==> src/rtl/dmem_arbiter_if.sv <==
`default_nettype none
// ============================================================================
//  Module      : dmem_arbiter_if
//  Description : Request/response bundle for the two data-memory requesters
//                (CPU LSU on port 0, accelerator DMA on port 1) plus the
//                arbiter-to-memory signals.
//  Revision    : 1.0 - initial release
// ============================================================================
interface dmem_arbiter_if;
   // Requester port 0
   logic        p0_req;
   logic        p0_we;
   logic [1:0]  p0_size;
   logic [31:0] p0_addr;
   logic [31:0] p0_wdata;
   logic        p0_gnt;
   logic        p0_ack;
   logic        p0_err;
   logic [31:0] p0_rdata;
   // Requester port 1
   logic        p1_req;
   logic        p1_we;
   logic [1:0]  p1_size;
   logic [31:0] p1_addr;
   logic [31:0] p1_wdata;
   logic        p1_gnt;
   logic        p1_ack;
   logic        p1_err;
   logic [31:0] p1_rdata;
   // Memory side
   logic [31:0] mem_addr;
   logic [31:0] mem_wdata;
   logic        mem_we;
   logic [31:0] mem_rdata;

   // Arbiter view
   modport slave (
      input  p0_req, p0_we, p0_size, p0_addr, p0_wdata,
      output p0_gnt, p0_ack, p0_err, p0_rdata,
      input  p1_req, p1_we, p1_size, p1_addr, p1_wdata,
      output p1_gnt, p1_ack, p1_err, p1_rdata,
      output mem_addr, mem_wdata, mem_we,
      input  mem_rdata
   );

   // Requester / memory view
   modport master (
      output p0_req, p0_we, p0_size, p0_addr, p0_wdata,
      input  p0_gnt, p0_ack, p0_err, p0_rdata,
      output p1_req, p1_we, p1_size, p1_addr, p1_wdata,
      input  p1_gnt, p1_ack, p1_err, p1_rdata,
      input  mem_addr, mem_wdata, mem_we,
      output mem_rdata
   );
endinterface
`default_nettype wire

==> src/rtl/dmem_arbiter.sv <==
`default_nettype none
// ============================================================================
//  Module      : dmem_arbiter
//  Description : Round-robin arbiter sharing a 32-bit byte-addressed data
//                memory between two requesters, one transaction in flight.
//                Sub-word stores are performed as atomic read-modify-write.
//  Revision    : 1.0 - initial release
// ============================================================================
module dmem_arbiter #(
   parameter int MEM_BYTES = 1024
) (
   input  wire logic       clk,
   input  wire logic       rst_n,
   dmem_arbiter_if.slave   bus
);

   localparam logic [31:0] C_MAX_ADDR = 32'(MEM_BYTES - 4);

   typedef enum logic [1:0] {
      S_IDLE = 2'd0,
      S_RD   = 2'd1,
      S_RDW  = 2'd2,
      S_WR   = 2'd3
   } state_t;

   state_t      r_state;
   logic        r_rr_ptr;
   logic        r_id;
   logic        r_we;
   logic [1:0]  r_size;
   logic [31:0] r_addr;
   logic [31:0] r_wdata;
   logic [31:0] r_merge;
   logic        r_ack0;
   logic        r_ack1;
   logic        r_err0;
   logic        r_err1;
   logic [31:0] r_rdata0;
   logic [31:0] r_rdata1;

   logic        w_both;
   logic        w_pick;
   logic        w_grant;
   logic        w_sel_we;
   logic [1:0]  w_sel_size;
   logic [31:0] w_sel_addr;
   logic [31:0] w_sel_wdata;
   logic        w_sel_in_range;

   // Winner selection: contested requests follow the round-robin pointer.
   // Grant is gated by rst_n so it is low for the whole reset assertion.
   assign w_both         = bus.p0_req & bus.p1_req;
   assign w_pick         = w_both ? r_rr_ptr : bus.p1_req;
   assign w_grant        = (r_state == S_IDLE) & rst_n & (bus.p0_req | bus.p1_req);
   assign w_sel_we       = w_pick ? bus.p1_we    : bus.p0_we;
   assign w_sel_size     = w_pick ? bus.p1_size  : bus.p0_size;
   assign w_sel_addr     = w_pick ? bus.p1_addr  : bus.p0_addr;
   assign w_sel_wdata    = w_pick ? bus.p1_wdata : bus.p0_wdata;
   assign w_sel_in_range = (w_sel_addr <= C_MAX_ADDR);

   assign bus.p0_gnt   = w_grant & ~w_pick;
   assign bus.p1_gnt   = w_grant &  w_pick;
   assign bus.p0_ack   = r_ack0;
   assign bus.p1_ack   = r_ack1;
   assign bus.p0_err   = r_err0;
   assign bus.p1_err   = r_err1;
   assign bus.p0_rdata = r_rdata0;
   assign bus.p1_rdata = r_rdata1;

   // Memory drive: write data only exists in WR; size[1]=0 means a merged sub-word.
   assign bus.mem_addr  = r_addr;
   assign bus.mem_we    = (r_state == S_WR);
   assign bus.mem_wdata = (r_state != S_WR) ? 32'd0 :
                          (r_size[1] ? r_wdata : r_merge);

   // Transaction FSM: arbitration in IDLE, RD/RDW fetch, WR commit, 1-cycle ack pulses.
   always_ff @(posedge clk or negedge rst_n) begin
      if (!rst_n) begin
         r_state  <= S_IDLE;
         r_rr_ptr <= 1'b0;
         r_id     <= 1'b0;
         r_we     <= 1'b0;
         r_size   <= 2'd0;
         r_addr   <= 32'd0;
         r_wdata  <= 32'd0;
         r_merge  <= 32'd0;
         r_ack0   <= 1'b0;
         r_ack1   <= 1'b0;
         r_err0   <= 1'b0;
         r_err1   <= 1'b0;
         r_rdata0 <= 32'd0;
         r_rdata1 <= 32'd0;
      end else begin
         r_ack0 <= 1'b0;
         r_ack1 <= 1'b0;
         r_err0 <= 1'b0;
         r_err1 <= 1'b0;
         case (r_state)
            S_IDLE: begin
               if (w_grant) begin
                  r_id    <= w_pick;
                  r_we    <= w_sel_we;
                  r_size  <= w_sel_size;
                  r_addr  <= w_sel_addr;
                  r_wdata <= w_sel_wdata;
                  if (w_both) begin
                     r_rr_ptr <= ~w_pick;
                  end
                  if (!w_sel_in_range) begin
                     // Range error completes without touching memory.
                     if (w_pick) begin
                        r_ack1 <= 1'b1;
                        r_err1 <= 1'b1;
                        if (!w_sel_we) r_rdata1 <= 32'd0;
                     end else begin
                        r_ack0 <= 1'b1;
                        r_err0 <= 1'b1;
                        if (!w_sel_we) r_rdata0 <= 32'd0;
                     end
                     r_state <= S_IDLE;
                  end else if (w_sel_we && w_sel_size[1]) begin
                     r_state <= S_WR;
                  end else begin
                     r_state <= S_RD;
                  end
               end
            end
            S_RD: begin
               r_state <= S_RDW;
            end
            S_RDW: begin
               if (!r_we) begin
                  if (r_id) begin
                     r_rdata1 <= bus.mem_rdata;
                     r_ack1   <= 1'b1;
                  end else begin
                     r_rdata0 <= bus.mem_rdata;
                     r_ack0   <= 1'b1;
                  end
                  r_state <= S_IDLE;
               end else begin
                  r_merge <= r_size[0] ? {bus.mem_rdata[31:16], r_wdata[15:0]}
                                       : {bus.mem_rdata[31:8],  r_wdata[7:0]};
                  r_state <= S_WR;
               end
            end
            S_WR: begin
               if (r_id) r_ack1 <= 1'b1;
               else      r_ack0 <= 1'b1;
               r_state <= S_IDLE;
            end
            default: begin
               r_state <= S_IDLE;
            end
         endcase
      end
   end

endmodule
`default_nettype wire

==> src/flat_wrapper.sv <==
// flat-port wrapper written by rule: the top's interface ports become plain ports
module dmem_arbiter_flat 
#(
   parameter int MEM_BYTES = 1024
)
  (clk, rst_n, bus_p0_req, bus_p0_we, bus_p0_size, bus_p0_addr, bus_p0_wdata, bus_p0_gnt, bus_p0_ack, bus_p0_err, bus_p0_rdata, bus_p1_req, bus_p1_we, bus_p1_size, bus_p1_addr, bus_p1_wdata, bus_p1_gnt, bus_p1_ack, bus_p1_err, bus_p1_rdata, bus_mem_addr, bus_mem_wdata, bus_mem_we, bus_mem_rdata);
  dmem_arbiter_if bus_i ();
  input  wire logic clk;
  input  wire logic rst_n;
  input wire logic [$bits(bus_i.p0_req)-1:0] bus_p0_req;
  input wire logic [$bits(bus_i.p0_we)-1:0] bus_p0_we;
  input wire logic [$bits(bus_i.p0_size)-1:0] bus_p0_size;
  input wire logic [$bits(bus_i.p0_addr)-1:0] bus_p0_addr;
  input wire logic [$bits(bus_i.p0_wdata)-1:0] bus_p0_wdata;
  output wire logic [$bits(bus_i.p0_gnt)-1:0] bus_p0_gnt;
  output wire logic [$bits(bus_i.p0_ack)-1:0] bus_p0_ack;
  output wire logic [$bits(bus_i.p0_err)-1:0] bus_p0_err;
  output wire logic [$bits(bus_i.p0_rdata)-1:0] bus_p0_rdata;
  input wire logic [$bits(bus_i.p1_req)-1:0] bus_p1_req;
  input wire logic [$bits(bus_i.p1_we)-1:0] bus_p1_we;
  input wire logic [$bits(bus_i.p1_size)-1:0] bus_p1_size;
  input wire logic [$bits(bus_i.p1_addr)-1:0] bus_p1_addr;
  input wire logic [$bits(bus_i.p1_wdata)-1:0] bus_p1_wdata;
  output wire logic [$bits(bus_i.p1_gnt)-1:0] bus_p1_gnt;
  output wire logic [$bits(bus_i.p1_ack)-1:0] bus_p1_ack;
  output wire logic [$bits(bus_i.p1_err)-1:0] bus_p1_err;
  output wire logic [$bits(bus_i.p1_rdata)-1:0] bus_p1_rdata;
  output wire logic [$bits(bus_i.mem_addr)-1:0] bus_mem_addr;
  output wire logic [$bits(bus_i.mem_wdata)-1:0] bus_mem_wdata;
  output wire logic [$bits(bus_i.mem_we)-1:0] bus_mem_we;
  input wire logic [$bits(bus_i.mem_rdata)-1:0] bus_mem_rdata;
  assign bus_i.p0_req = bus_p0_req;
  assign bus_i.p0_we = bus_p0_we;
  assign bus_i.p0_size = bus_p0_size;
  assign bus_i.p0_addr = bus_p0_addr;
  assign bus_i.p0_wdata = bus_p0_wdata;
  assign bus_p0_gnt = bus_i.p0_gnt;
  assign bus_p0_ack = bus_i.p0_ack;
  assign bus_p0_err = bus_i.p0_err;
  assign bus_p0_rdata = bus_i.p0_rdata;
  assign bus_i.p1_req = bus_p1_req;
  assign bus_i.p1_we = bus_p1_we;
  assign bus_i.p1_size = bus_p1_size;
  assign bus_i.p1_addr = bus_p1_addr;
  assign bus_i.p1_wdata = bus_p1_wdata;
  assign bus_p1_gnt = bus_i.p1_gnt;
  assign bus_p1_ack = bus_i.p1_ack;
  assign bus_p1_err = bus_i.p1_err;
  assign bus_p1_rdata = bus_i.p1_rdata;
  assign bus_mem_addr = bus_i.mem_addr;
  assign bus_mem_wdata = bus_i.mem_wdata;
  assign bus_mem_we = bus_i.mem_we;
  assign bus_i.mem_rdata = bus_mem_rdata;
  dmem_arbiter #(.MEM_BYTES(MEM_BYTES)) u_core (.clk(clk), .rst_n(rst_n), .bus(bus_i));
endmodule
==> config.mk <==
export PLATFORM = sky130hd
export DESIGN_NAME = dmem_arbiter_flat
export DESIGN_NICKNAME = d
export VERILOG_FILES = /design/src/rtl/dmem_arbiter_if.sv /design/src/rtl/dmem_arbiter.sv /design/src/flat_wrapper.sv
export SDC_FILE = /design/constraint.sdc
export NUM_CORES = 1
export LEC_CHECK = 0
export CAP_MARGIN = 15
export CORE_MARGIN = 2
export CORE_UTILIZATION = 40
export CTS_BUF_LIST = sky130_fd_sc_hd__clkbuf_4
export DETAILED_ROUTE_END_ITERATION = 12
export GPL_TIMING_DRIVEN = 0
export PLACE_DENSITY_LB_ADDON = 0.05
export SYNTH_ARGS = -nofsm -noshare
export SYNTH_HDL_FRONTEND = slang
export SYNTH_SLANG_ARGS = --single-unit
export TNS_END_PERCENT = 5
==> constraint.sdc <==
create_clock -name clk -period 1.8 [get_ports clk]
set_input_delay 0.18 -clock clk [delete_from_list [all_inputs] [get_ports clk]]
set_output_delay 0.18 -clock clk [all_outputs]
set_load 0.05 [all_outputs]
Yosys cells after proc, flatten, opt, wreduce, memory -nomap -nowiden
Index checks and enable logic that the tools add are counted.
{"block": "totals", "out_inout_bits": 135, "regBits": 171, "input_bits": 170}
{"block": "op_classes", "eq_ne": 12, "reduce_logical": 8, "mux": 40, "order_cmp": 1, "bitwise": 7}
{"cell": "2-to-1 mux 32 bit", "n": 15}
{"cell": "case mux 32 bit (2 select lines)", "n": 2}
{"cell": "<= comparator 32 x 10 -> 1 bit, second input constant", "n": 1}
{"cell": "2-to-1 mux 16 bit", "n": 1}
{"cell": "2-to-1 mux 1 bit", "n": 14}
{"cell": "AND reduction 7 bit", "n": 2}
{"cell": "!= test 2 bit, second input constant", "n": 6}
{"cell": "2-to-1 mux 2 bit", "n": 5}
{"cell": "case mux 2 bit (4 select lines)", "n": 1}
{"cell": "!= test 2 x 1 -> 1 bit, second input constant", "n": 3}
{"cell": "case mux 1 bit (3 select lines)", "n": 2}
{"cell": "AND 1 bit", "n": 5}
{"cell": "equality test 2 bit, second input constant", "n": 2}
{"cell": "AND reduction 2 bit", "n": 2}
{"cell": "AND reduction 3 bit", "n": 1}
{"cell": "equality test 2 x 1 -> 1 bit, second input constant", "n": 1}
{"cell": "logical NOT 2 bit", "n": 1}
{"cell": "nonzero test 2 bit", "n": 1}
{"cell": "logical AND 1 bit", "n": 1}
{"cell": "inverter 1 bit", "n": 1}
{"cell": "OR 1 bit", "n": 1}

Longest topological paths before layout
Gate-level depths: netlist of the first run.
{"block": "depth", "word_depth": 8, "ltp_mapped": 10}

Least setup slack after synthesis of the first run
OpenSTA, ideal clock, no wires.
{"block": "synth_timing", "path_type": "reg2reg", "from": "register u_core.r_state[1]", "to": "register u_core.r_wdata[22]", "setup_slack_ns": -0.253, "required_ns": 1.730, "synth_period_minus_slack_ns": 2.053, "path_stages_with_launch": 8, "path_buffers": 2, "t_arrival_ns": 1.983, "path_cell_list": "dfrtp_1 -> buf_6 -> nor3b_4 -> nand3_1 -> clkinv_1 -> clkbuf_1 -> a222oi_1 -> inv_1"}
{"block": "synth_between", "elab_chain_len": 4}
{"element": "start, declared", "line": "dmem_arbiter.sv:26", "source": "state_t r_state;"}
{"element": "start signal, assigned", "line": "dmem_arbiter.sv:79", "source": "r_state <= S_IDLE;"}
{"element": "start signal, assigned", "line": "dmem_arbiter.sv:120", "source": "r_state <= S_IDLE;"}
{"element": "start signal, assigned", "line": "dmem_arbiter.sv:122", "source": "r_state <= S_WR;"}
{"element": "logical NOT 2 bit *", "line": "dmem_arbiter.sv:54, dmem_arbiter.sv:98"}
{"element": "AND 1 bit (2 in a row)", "line": "dmem_arbiter.sv:54", "source": "assign w_grant = (r_state == S_IDLE) & rst_n & (bus.p0_req | bus.p1_req);"}
{"element": "AND reduction 2 bit (no line) *"}
{"element": "end signal, assigned", "line": "dmem_arbiter.sv:105", "source": "r_wdata <= w_sel_wdata;"}
{"element": "end, declared", "line": "dmem_arbiter.sv:32", "source": "logic [31:0] r_wdata;"}
Every way passes the cells marked *; elsewhere a longest branch is shown, timed or not.
A chain may end at the register's enable or synchronous reset.

Final worst setup path of the first run
{"block": "layout_timing", "from": "register u_core.r_state[1]", "to": "output bus_mem_we"}
{"block": "layout_between", "elab_chain_len": 1}
{"element": "equality test 2 bit", "line": "dmem_arbiter.sv:72", "source": "assign bus.mem_we = (r_state == S_WR);"}
{"element": "end, declared", "line": "flat_wrapper.sv:30", "source": "output wire logic [$bits(bus_i.mem_we)-1:0] bus_mem_we;"}
Every way passes these cells.

==> run_results.csv, run 1 <==
group,metric,value,unit
global_route,grt_overflow_total,0,
clocking,clkTransAtPathRegs,0.15,ns
clocking,cts-buffers-inserted,17,
clocking,max-clock-path-buffers,2,
floorplan,boundaryPins,305,
logic_synthesis,ys_seq_area_frac,0.570,
global_route,grtUsageTotal,0.255,
floorplan,initial_core_util,0.404,
pwr,cellInternalPower,10.4,mW
global_route,antenna_found_initial,1,
pwr,p_per_area,1690,mW/mm^2
layout,fin_nets,1151,
critical_path,crit_chain,"buf_6 -> buf_4 -> nand2_2 -> clkbuf_8 -> inv_1 -> clkdlybuf4s15_2",
critical_path,cp_max_fo,10,
detailed_routing,viasPerCell,5.46,
critical_path,required,1.62,ns
global_route,grt_pass1_vias,6937,
placement,post_dp_cell_area,0.0109,mm^2
pwr,p_leak,5.70,nW
sta,worst_slew_pin_slew,0.682,ns
critical_path,slowest_delay,0.40,ns
pwr,p_switching,9.35,mW
clocking,clock_latency,0.57,ns
detailed_routing,ant_nets,0,
logic_synthesis,synthTopCellsByArea,"dfrtp_1 57%, mux2i_1 9.9%, a22o_1 5.6%",
clocking,clockRootBuffer,"clkbuf_4",
pwr,power.share.clock,0.105,
logic_synthesis,syn_inst,630,
layout,fin_util,0.629,
pwr,p_sw_frac,0.473,
sta,fin_crit_sh,1.19,
logic_synthesis,synth_nets,800,
sta,max_freq,467,MHz
sta,setup_viol,152,
logic_synthesis,synth_top_area_share,0.570,
sta,drv_slew,0,
sta,finClkSkew,0.0214,ns
logic_synthesis,synth_top_cell_by_area,"dfrtp_1",
detailed_routing,drt_iter0_markers,399,
critical_path,worst-setup-path-type,"flip-flop to output port",
placement,globalplace.congestion,0.824,
critical_path,cp_slowest_cell,"dfrtp_1",
detailed_routing,wirelength,25.3,mm
detailed_routing,vias,6700,
layout,fillCellCount,1528,
floorplan,chipHeight,141,um
floorplan,core_area,0.0186,mm^2
detailed_routing,first_pass_iters,5,
critical_path,crit_arrival,1.96,ns
sta,relSlewSlack,0.546,
status,outcome,"complete, but fails checks",
logic_synthesis,syn_avg_cell_area,11.9,um^2
run,maxCapViolations,0,
clocking,postCtsHoldBufs,1,
logic_synthesis,synth_cell_types,40,
status,violations,"hold timing, setup timing",
detailed_routing,route.detailed.drc,0,
logic_synthesis,ys_ff_latch,171,
logic_synthesis,synthesis.yosys.warnings,0,
pwr,power_frac_seq,0.336,
floorplan,row_count,50,
clocking,cts_tree,"yes",
layout,drive_gt1_frac,0.194,
clocking,htreeDepth,4,
critical_path,timing.critical_path.to_type,"output port",
sta,rsz0062_at_grt,"yes",
critical_path,startpoint_type,"flip-flop",
placement,post-dp-hpwl,17.7,mm
sta,min_period,2.14,ns
global_route,grt_pass1_wl,39.0,mm
sta,hold-worst-slack,-0.531,ns
floorplan,fp.dieW,141,um
placement,port_buffers,303,
sta,fin_ws,-0.339,ns
sta,hold_viol,117,
layout,area_growth_syn_to_layout,55.7,%
pwr,ir_worst_vdd,1.10,mV
hold_path,holdCritPathClass,"input pin to async pin",
global_route,grt_max_degree,67,
pwr,p_comb_frac,0.560,
floorplan,die_area,0.0199,mm^2
clocking,cts.sinks,171,
detailed_routing,wl_per_cell,20.6,um
layout,design_area,0.0117,mm^2
logic_synthesis,synth_area,0.00751,mm^2
==> registers in the layout (all words and copies together) (netlist names), 2 cells and up <==
| register | count |
|---|---|
| u_core.bus.mem_addr | 32 |
| u_core.bus.p0_rdata | 32 |
| u_core.bus.p1_rdata | 32 |
| u_core.r_merge | 32 |
| u_core.r_wdata | 32 |
| u_core.r_size | 2 |
| u_core.r_state | 2 |
==> critical path, delay by kind of cell (launching register included) <==
family | cells | cell delay, ns
buf+inv | 5 | 0.85
flops | 1 | 0.40
simple gates | 1 | 0.15
==> metrics by stage <==
stage	power (mW)	hold slack (ns)	cells	setup slack [ns]	setup TNS (ns)
2_1_floorplan	13.6	-0.116	630	-0.193	-14.95
3_3_place_gp	17.3	0.451	1167	-7.12	-2062.50
3_5_place_dp	17.5	0.148	1168	-1.55	-185.38
4_1_cts	19.7	-0.480	1218	-0.371	-26.88
5_1_grt	20.8	-0.551	1227	-0.441	-45.13
6_report	19.8	-0.531	1227	-0.339	-29.09
==> placed cells by master, fill, tap and decap left out, drive strengths merged, types with 2 or more instances in the layout <==
cell	instances
dfrtp	171
clkdlybuf4s50	167
dlygate4sd2	99
buf	83
mux2i	74
nand2	49
a22o	48
o21ai	46
clkbuf	45
inv	40
nor2	38
a222oi	33
mux2	25
a32o	17
nor4	7
nand4	7
clkinvlp	6
nor3	4
clkinv	4
o31ai	3
nand3	3
or3	2
o22ai	2
clkdlybuf4s15	2
==> cell families after synthesis <==
kind of cell | Yosys count | synth area share
flops | 171 | 0.570
compound gates | 155 | 0.171
simple gates | 117 | 0.0707
mux | 99 | 0.136
buf+inv | 87 | 0.0508
xor+xnor | 1 | 0.00117
==> power groups by stage <==
stage / Clock, mW / Sequential (mW) / Combinational [mW]
6_report: 2.07 / 6.63 / 11.1
5_1_grt: 2.29 / 6.84 / 11.6
4_1_cts: 2.12 / 6.61 / 10.9
3_5_place_dp: 0 / 6.68 / 10.8
3_3_place_gp: 0 / 6.58 / 10.7
2_1_floorplan: 0 / 9.84 / 3.76
==> cell usage after synthesis <==
cell type and number:
a211oi_2 1, a21o_1 1, a21oi_1 1, a221oi_4 1, a222oi_1 33, a22o_1 48, a2bb2oi_1 1, a32o_1 15
a32o_2 2, and3_1 1, buf_1 3, buf_2 5, buf_4 5, buf_6 4, clkbuf_1 32, clkinv_1 1
dfrtp_1 171, inv_1 36, inv_2 1, mux2_2 25, mux2i_1 74, nand2_1 49, nand2b_2 1, nand3_1 3
nand4_1 7, nand4b_2 1, nor2_1 38, nor2b_1 1, nor3_1 4, nor3b_4 1, nor4_1 7, o21a_1 1
o21ai_0 46, o22ai_1 2, o31ai_1 1, o31ai_4 2, or2_2 1, or3_1 2, or4_1 1, xnor2_1 1
==> path summary, 6_finish.rpt <==
path,from,endpoint,slack (ns),cells past startpoint
min reg2reg,u_core.r_rr_ptr$_DFFE_PN0P_,u_core.r_rr_ptr$_DFFE_PN0P_,0.50,1
min,rst_n,u_core.bus.mem_addr[15]$_DFFE_PN0P_,-0.53,1
max reg2reg,u_core.r_state[1]$_DFFE_PN0P_,u_core.bus.p1_rdata[9]$_DFFE_PN0P_,-0.33,9
max in group asynchronous,rst_n,u_core.r_wdata[25]$_DFFE_PN0P_,1.53,2
max,u_core.r_state[1]$_DFFE_PN0P_,bus_mem_we,-0.34,6
min in group clk,bus_p0_wdata[28],u_core.r_wdata[28]$_DFFE_PN0P_,0.20,3
==> what timing repair did <==
item / 4_1_cts / 5_1_grt
pin swaps: 7 / 4
setup buffers: 17 / 9
gates resized for setup: 420 / 42
endpoints found under the hold margin: 119 / 117
setup endpoints to repair: 296 / 195
gates cloned: 4 / 1
==> per-layer routing <==
metal,vias up,track usage,wire length (um),part of all wire
met5,-,0,0,0
met4,0,0.0800,529,0.021
met3,33,0.0693,1840,0.073
met2,279,0.416,12100,0.48
met1,3346,0.333,10900,0.43
li1,3042,-,-,-
==> final cells by class <==
class	instances	area [um^2]	area share
Inverter	38	150	0.0128
Multi-Input combinational cell	372	2920	0.250
Timing Repair Buffer	335	3320	0.284
Buffer	46	472	0.0404
Sequential cell	171	4280	0.366
Clock inverter	13	120	0.0103
Tap cell	234	293	0.0251
Clock buffer	17	128	0.0109
Antenna cell	1	2.50	0.000214
(Power assumes the default switching activity.)
==> run 2, diff against run 1 <==
--- a/config.mk
+++ b/config.mk
@@ -7,11 +7,11 @@
 export LEC_CHECK = 0
 export CAP_MARGIN = 15
 export CORE_MARGIN = 2
-export CORE_UTILIZATION = 40
+export CORE_UTILIZATION = 25
 export CTS_BUF_LIST = sky130_fd_sc_hd__clkbuf_4
 export DETAILED_ROUTE_END_ITERATION = 12
 export GPL_TIMING_DRIVEN = 0
-export PLACE_DENSITY_LB_ADDON = 0.05
+export PLACE_DENSITY = 0.48
 export SYNTH_ARGS = -nofsm -noshare
 export SYNTH_HDL_FRONTEND = slang
 export SYNTH_SLANG_ARGS = --single-unit
==> constraint.sdc (replaced) <==
create_clock -name clk -period 2.7 [get_ports clk]
set_input_delay 0.27 -clock clk [delete_from_list [all_inputs] [get_ports clk]]
set_output_delay 0.27 -clock clk [all_outputs]
set_load 0.05 [all_outputs]
==> run 2 against run 1 <==
  * The run now ends clean
  * Sequential power is 34% lower
  * Design area is 1.8% lower
  * Sequential cell count stayed put
  * Critical path depth stayed put
  * Clock skew is 0.017 ns higher
  * Routed wire length is 10% higher
  * First-iteration DRC count is 8.3% lower
  * Largest power group unchanged
  * Sequential share of layout area is 0.67 points higher
  * Clock power is 28% lower
  * Critical path type unchanged
==> run_results.csv, run 2 (synthesis gave the netlist of run 1 again) <==
group,metric,value,unit
global_route,antenna_found_initial,2,
sta,relSlewSlack,0.417,
hold_path,holdCritPathClass,"input pin to flip-flop",
critical_path,crit_arrival,2.26,ns
sta,min_period,2.53,ns
hold_path,min_path_cells,3,
detailed_routing,first_pass_iters,5,
sta,rsz0062_at_grt,"yes",
floorplan,initial_core_util,0.253,
placement,post-dp-hpwl,20.4,mm
detailed_routing,wl_per_cell,20.4,um
floorplan,fp.dieW,177,um
detailed_routing,route.detailed.drc,0,
critical_path,required,2.43,ns
clocking,clkTransAtPathRegs,0.17,ns
critical_path,regToRegEndpoint,"u_core.bus.p1_rdata[25]$_DFFE_PN0P_",
clocking,clockRootBuffer,"clkbuf_4",
floorplan,chipHeight,177,um
global_route,grt_overflow_total,0,
sta,hold_viol,0,
pwr,p_total,13.2,mW
clocking,cts_tree,"yes",
detailed_routing,viasPerCell,4.70,
clocking,htreeDepth,4,
floorplan,die_area,0.0314,mm^2
sta,worst_slew_pin_slew,0.875,ns
floorplan,row_count,63,
placement,post_dp_cell_area,0.0111,mm^2
placement,port_buffers,303,
run,maxCapViolations,0,
sta,fin_ws,0.170,ns
critical_path,worst-setup-path-type,"flip-flop to output port",
global_route,grt_max_degree,64,
hold_path,hold_start,"bus_p1_req",
critical_path,cp_max_fo,17,
hold_path,min_to,"u_core.r_rr_ptr$_DFFE_PN0P_",
critical_path,ff2ff_path_depth,6,
global_route,grt_pass1_vias,6687,
sta,max_freq,395,MHz
global_route,grt_pass1_wl,41.4,mm
floorplan,boundaryPins,305,
layout,fin_nets,1129,
detailed_routing,vias,6415,
global_route,grtUsageTotal,0.177,
detailed_routing,drt_iter0_markers,366,
sta,finClkSkew,0.0386,ns
detailed_routing,wirelength,27.9,mm
critical_path,crit_start,"u_core.r_state[1]$_DFFE_PN0P_",
critical_path,timing.critical_path.to_type,"output port",
pwr,p_per_area,1150,mW/mm^2
critical_path,worstReg2RegStart,"u_core.r_state[1]$_DFFE_PN0P_",
critical_path,startpoint_type,"flip-flop",
layout,area_growth_syn_to_layout,52.8,%
critical_path,r2r_setup_slack,0.20,ns
sta,setup_viol,0,
clocking,clock_latency,0.57,ns
pwr,p_leak,5.11,nW
clocking,cts.sinks,171,
layout,mostFrequentLayoutCells,"267 x clkdlybuf4s50_1, 171 x dfrtp_1, 74 x mux2i_1",
layout,final_common_cell,"clkdlybuf4s50_1",
sta,fin_crit_sh,0.937,
layout,drive_gt1_frac,0.132,
floorplan,core_area,0.0296,mm^2
detailed_routing,ant_nets,0,
status,outcome,"finished clean",
layout,fillCellCount,2992,
sta,drv_slew,0,
placement,globalplace.congestion,0.797,
clocking,cts-buffers-inserted,17,
pwr,ir_worst_vdd,0.520,mV
placement,dp_slack,-1.16,ns
layout,design_area,0.0115,mm^2
clocking,max-clock-path-buffers,2,
[run 2: cell count changes in the layout (fill, tap and decap cells not counted), sizes merged, moves of 2 or more]
cell | before | now
clkinv | 4 | 8
clkbuf | 45 | 62
dlygate4sd3 | 1 | 3
clkinvlp | 6 | 1
clkdlybuf4s15 | 2 | 15
inv | 40 | 44
buf | 83 | 24
clkdlybuf4s50 | 167 | 267
dlygate4sd2 | 99 | 3
[run 2: layout make-up]
cell class              count  area (um^2)  share of cell area
clock buffers              17          128              0.0111
well taps                 390          488              0.0425
clock inverters            15          153              0.0133
flip-flops and latches    171         4280               0.373
plain buffers              47          248              0.0216
repair buffers            312         3180               0.277
diodes                      2         5.00            0.000436
multi-input cells         372         2850               0.248
inverters                  38          150              0.0131
[run 2: routing by layer]
layer  routed length, um  GRT usage  vias to the layer above
li1                    -          -                     3004
met1               12100      0.227                     3204
met2               13800      0.301                      191
met3                1590     0.0453                       16
met4                 400     0.0396                        0
met5                   0          0                        -
[run 2: timing repair]
action	in CTS	in global routing
resized for setup	94	22
setup endpoints to repair	45	18
hold endpoints to repair	117	0
gates cloned	1	0
setup buffers	0	0
hold buffers	7	0
[run 2: report_power, final]
part / switching, mW / leakage [nW] / internal, mW
Sequential: 0.668 / 2.15 / 3.71
Clock: 1.08 / 0.151 / 0.418
Combinational: 4.54 / 2.80 / 2.74
Total: 6.29 / 5.11 / 6.87
[run 2: stage by stage]
stage	util	TNS, ns	hold WS (ns)	cells
after global placement	0.372	-2035.90	0.451	1323
final	0.387	0	0.0537	1364
after global routing	0.387	-0.0175	0.0286	1364
after detailed placement	0.373	-60.39	0.249	1324
after floorplan	-	0	-0.0256	630
after CTS	0.389	-0.0408	0.00904	1362
[run 2: worst max-delay path by stage]
stage	endpoint
after CTS	bus_mem_wdata[14]
after global routing	bus_p0_gnt
after floorplan	bus_mem_wdata[10]
after global placement	bus_p0_gnt
after detailed placement	bus_p0_gnt
final	bus_p0_gnt
[run 2: critical path, cell delays in order, from the launching register on]
cell and delay, ns:
dfrtp_1 0.40, buf_6 0.15, nor3b_4 0.30, o21a_1 0.21
nand2_1 0.13, inv_4 0.22, buf_2 0.31
==> run 3, diff against run 2 <==
--- a/config.mk
+++ b/config.mk
@@ -7,11 +7,12 @@
 export LEC_CHECK = 0
 export CAP_MARGIN = 15
 export CORE_MARGIN = 2
-export CORE_UTILIZATION = 25
+export CORE_UTILIZATION = 48
 export CTS_BUF_LIST = sky130_fd_sc_hd__clkbuf_4
 export DETAILED_ROUTE_END_ITERATION = 12
 export GPL_TIMING_DRIVEN = 0
-export PLACE_DENSITY = 0.48
+export MAX_ROUTING_LAYER = met4
+export PLACE_DENSITY = 0.85
 export SYNTH_ARGS = -nofsm -noshare
 export SYNTH_HDL_FRONTEND = slang
 export SYNTH_SLANG_ARGS = --single-unit
==> run 3 against run 2 <==
  * Critical path depth unchanged
  * Sequential share of layout area rose by 1.1 points
  * First-iteration DRC count up 53%
  * Critical endpoint is now bus_p1_gnt
  * Worst setup slack got worse by 0.14 ns
  * Clock power increased by 13%
  * Register-to-register slack improved by 0.11 ns
  * Global-route usage grew 13 points
  * Total power is 1.1% higher
==> run_results.csv, run 3 (synthesis gave the netlist of run 1 again) <==
group,metric,value,unit
detailed_routing,wl_per_cell,20.7,um
floorplan,boundaryPins,305,
sta,drv_slew,0,
pwr,power.share.clock,0.127,
floorplan,row_count,45,
sta,rsz0062_at_grt,"yes",
hold_path,holdCritPathClass,"input pin to flip-flop",
pwr,cellInternalPower,7.20,mW
critical_path,slowest_delay,0.41,ns
detailed_routing,vias,6578,
floorplan,chipHeight,129,um
layout,fin_util,0.730,
critical_path,timing.critical_path.to_type,"output port",
sta,min_period,2.67,ns
status,outcome,"finished clean",
layout,drive_gt1_frac,0.125,
sta,relSlewSlack,0.480,
clocking,max-clock-path-buffers,2,
clocking,htreeDepth,4,
layout,multiInputGateArea,0.00285,mm^2
detailed_routing,route.detailed.drc,0,
global_route,grt_pass1_wl,37.4,mm
floorplan,fp.dieW,129,um
critical_path,required,2.43,ns
sta,max_freq,375,MHz
detailed_routing,first_pass_iters,7,
global_route,grt_max_degree,91,
floorplan,die_area,0.0167,mm^2
global_route,met3_usage,0.0727,
placement,post-dp-hpwl,17.9,mm
sta,finClkSkew,0.0152,ns
pwr,p_switching,6.11,mW
sta,setup_tns,0,ns
global_route,grt_overflow_total,0,
clocking,post_cts_buffers,0,
clocking,clock_latency,0.56,ns
placement,dp.cells,1145,
pwr,p_per_area,1190,mW/mm^2
detailed_routing,viasPerCell,5.58,
sta,fin_crit_sh,0.988,
layout,final_common_cell,"clkdlybuf4s50_1",
floorplan,core_area,0.0153,mm^2
sta,worst_slew_pin_slew,0.779,ns
clocking,clockRootBuffer,"clkbuf_4",
pwr,ir_worst_vdd,0.866,mV
layout,mostFrequentLayoutCells,"267 x clkdlybuf4s50_1, 170 x dfrtp_1, 74 x mux2i_1",
global_route,grt_pass1_vias,6718,
floorplan,initial_core_util,0.492,
pwr,power_frac_seq,0.332,
detailed_routing,drt_iter0_markers,559,
global_route,antenna_found_initial,1,
critical_path,cp_max_fo,10,
placement,globalplace.congestion,0.939,
critical_path,cp_slowest_cell,"dfrtp_1",
pwr,p_leak,5.08,nW
global_route,grt_busiest_layer,"met2",
pwr,p_comb_frac,0.540,
placement,port_buffers,303,
critical_path,worst-setup-path-type,"flip-flop to output port",
detailed_routing,wirelength,24.4,mm
layout,fin_nets,1124,
layout,fillCellCount,1122,
sta,setup_viol,0,
run,maxCapViolations,0,
clocking,clkTransAtPathRegs,0.14,ns
detailed_routing,ant_nets,0,
pwr,p_sw_frac,0.459,
sta,hold_viol,0,
critical_path,crit_chain,"buf_6 -> nor3b_4 -> nand3_1 -> clkinv_1 -> clkbuf_2 -> clkbuf_4",
layout,area_growth_syn_to_layout,48.4,%
critical_path,startpoint_type,"flip-flop",
layout,fin_cells,1179,
critical_path,crit_arrival,2.40,ns
clocking,cts-buffers-inserted,17,
clocking,cts.sinks,171,
layout,ff_latch_area,0.00428,mm^2
global_route,grtUsageTotal,0.307,
global_route,met1_usage,0.391,
clocking,cts_tree,"yes",
global_route,grt_util_met2,0.496,
[run 3: cell count changes in the layout (fill, tap and decap cells not counted), sizes merged, moves of 3 or more]
cell,change
buf,-4
bufinv,+4
clkbuf,+8
clkdlybuf4s15,-4
clkinv,-5
clkinvlp,+3
inv,-4
[run 3: worst max-delay path: cells and delay by family (launching register included)]
kind / cells / cell delay, ns
and+or+nand+nor: 2 / 0.47
buffers and inverters: 4 / 0.95
DFF: 1 / 0.41
[run 3: layer usage]
layer / part of all wire / vias up / wire length (um)
met2: 0.48 / 306 / 11800
met4: 0.021 / 0 / 523
li1: - / 2995 / -
met1: 0.42 / 3236 / 10100
met5: 0 / - / 0
met3: 0.079 / 41 / 1930
[run 3: through the flow]
stage	area [um^2]	total power, mW	hold WS, ns	worst slack [ns]
after floorplan	7510	9.07	-0.0256	0.617
after global placement	10800	11.5	0.451	-6.64
after detailed placement	10800	11.7	0.303	-0.569
after CTS	11200	13.4	0.0139	-0.102
after global routing	11100	14.0	0.0297	-0.106
final	11100	13.3	0.0479	0.0317
[run 3: power by group through the flow]
| stage | combinational [mW] | sequential (mW) | clock [mW] |
|---|---|---|---|
| 2_1_floorplan | 2.51 | 6.56 | 0 |
| 3_3_place_gp | 7.11 | 4.40 | 0 |
| 3_5_place_dp | 7.21 | 4.45 | 0 |
| 4_1_cts | 7.23 | 4.40 | 1.72 |
| 5_1_grt | 7.58 | 4.54 | 1.84 |
| 6_report | 7.19 | 4.42 | 1.69 |
[run 3: repair_timing]
action	CTS	global route
pin swaps	0	0
hold endpoints to repair	81	0
setup endpoints to repair	33	27
gates resized for setup	71	41
hold buffers	2	0
[run 3: worst paths after layout]
path / start / cells after the start / slack (ns) / end
max: u_core.r_state[1]$_DFFE_PN0P_ / 6 / 0.03 / bus_p1_gnt
min: bus_p1_req / 3 / 0.05 / u_core.r_rr_ptr$_DFFE_PN0P_
min reg2reg: u_core.bus.mem_addr[25]$_DFFE_PN0P_ / 2 / 0.50 / u_core.bus.mem_addr[25]$_DFFE_PN0P_
max in group asynchronous: rst_n / 3 / 1.97 / u_core.bus.p1_rdata[31]$_DFFE_PN0P_
min in group asynchronous: rst_n / 3 / 0.30 / u_core.bus.mem_addr[16]$_DFFE_PN0P_
max reg2reg: u_core.r_state[1]$_DFFE_PN0P_ / 10 / 0.31 / u_core.bus.p0_rdata[10]$_DFFE_PN0P_
[run 3: cell type report]
class,instances,share of cell area
sequential,171,0.384
timing repair buffer,306,0.271
multi-input combinational,372,0.255
tap,211,0.0237
buffer,48,0.0222
clock inverter,13,0.0171
inverter,38,0.0130
clock buffer,19,0.0128
antenna,1,0.000225
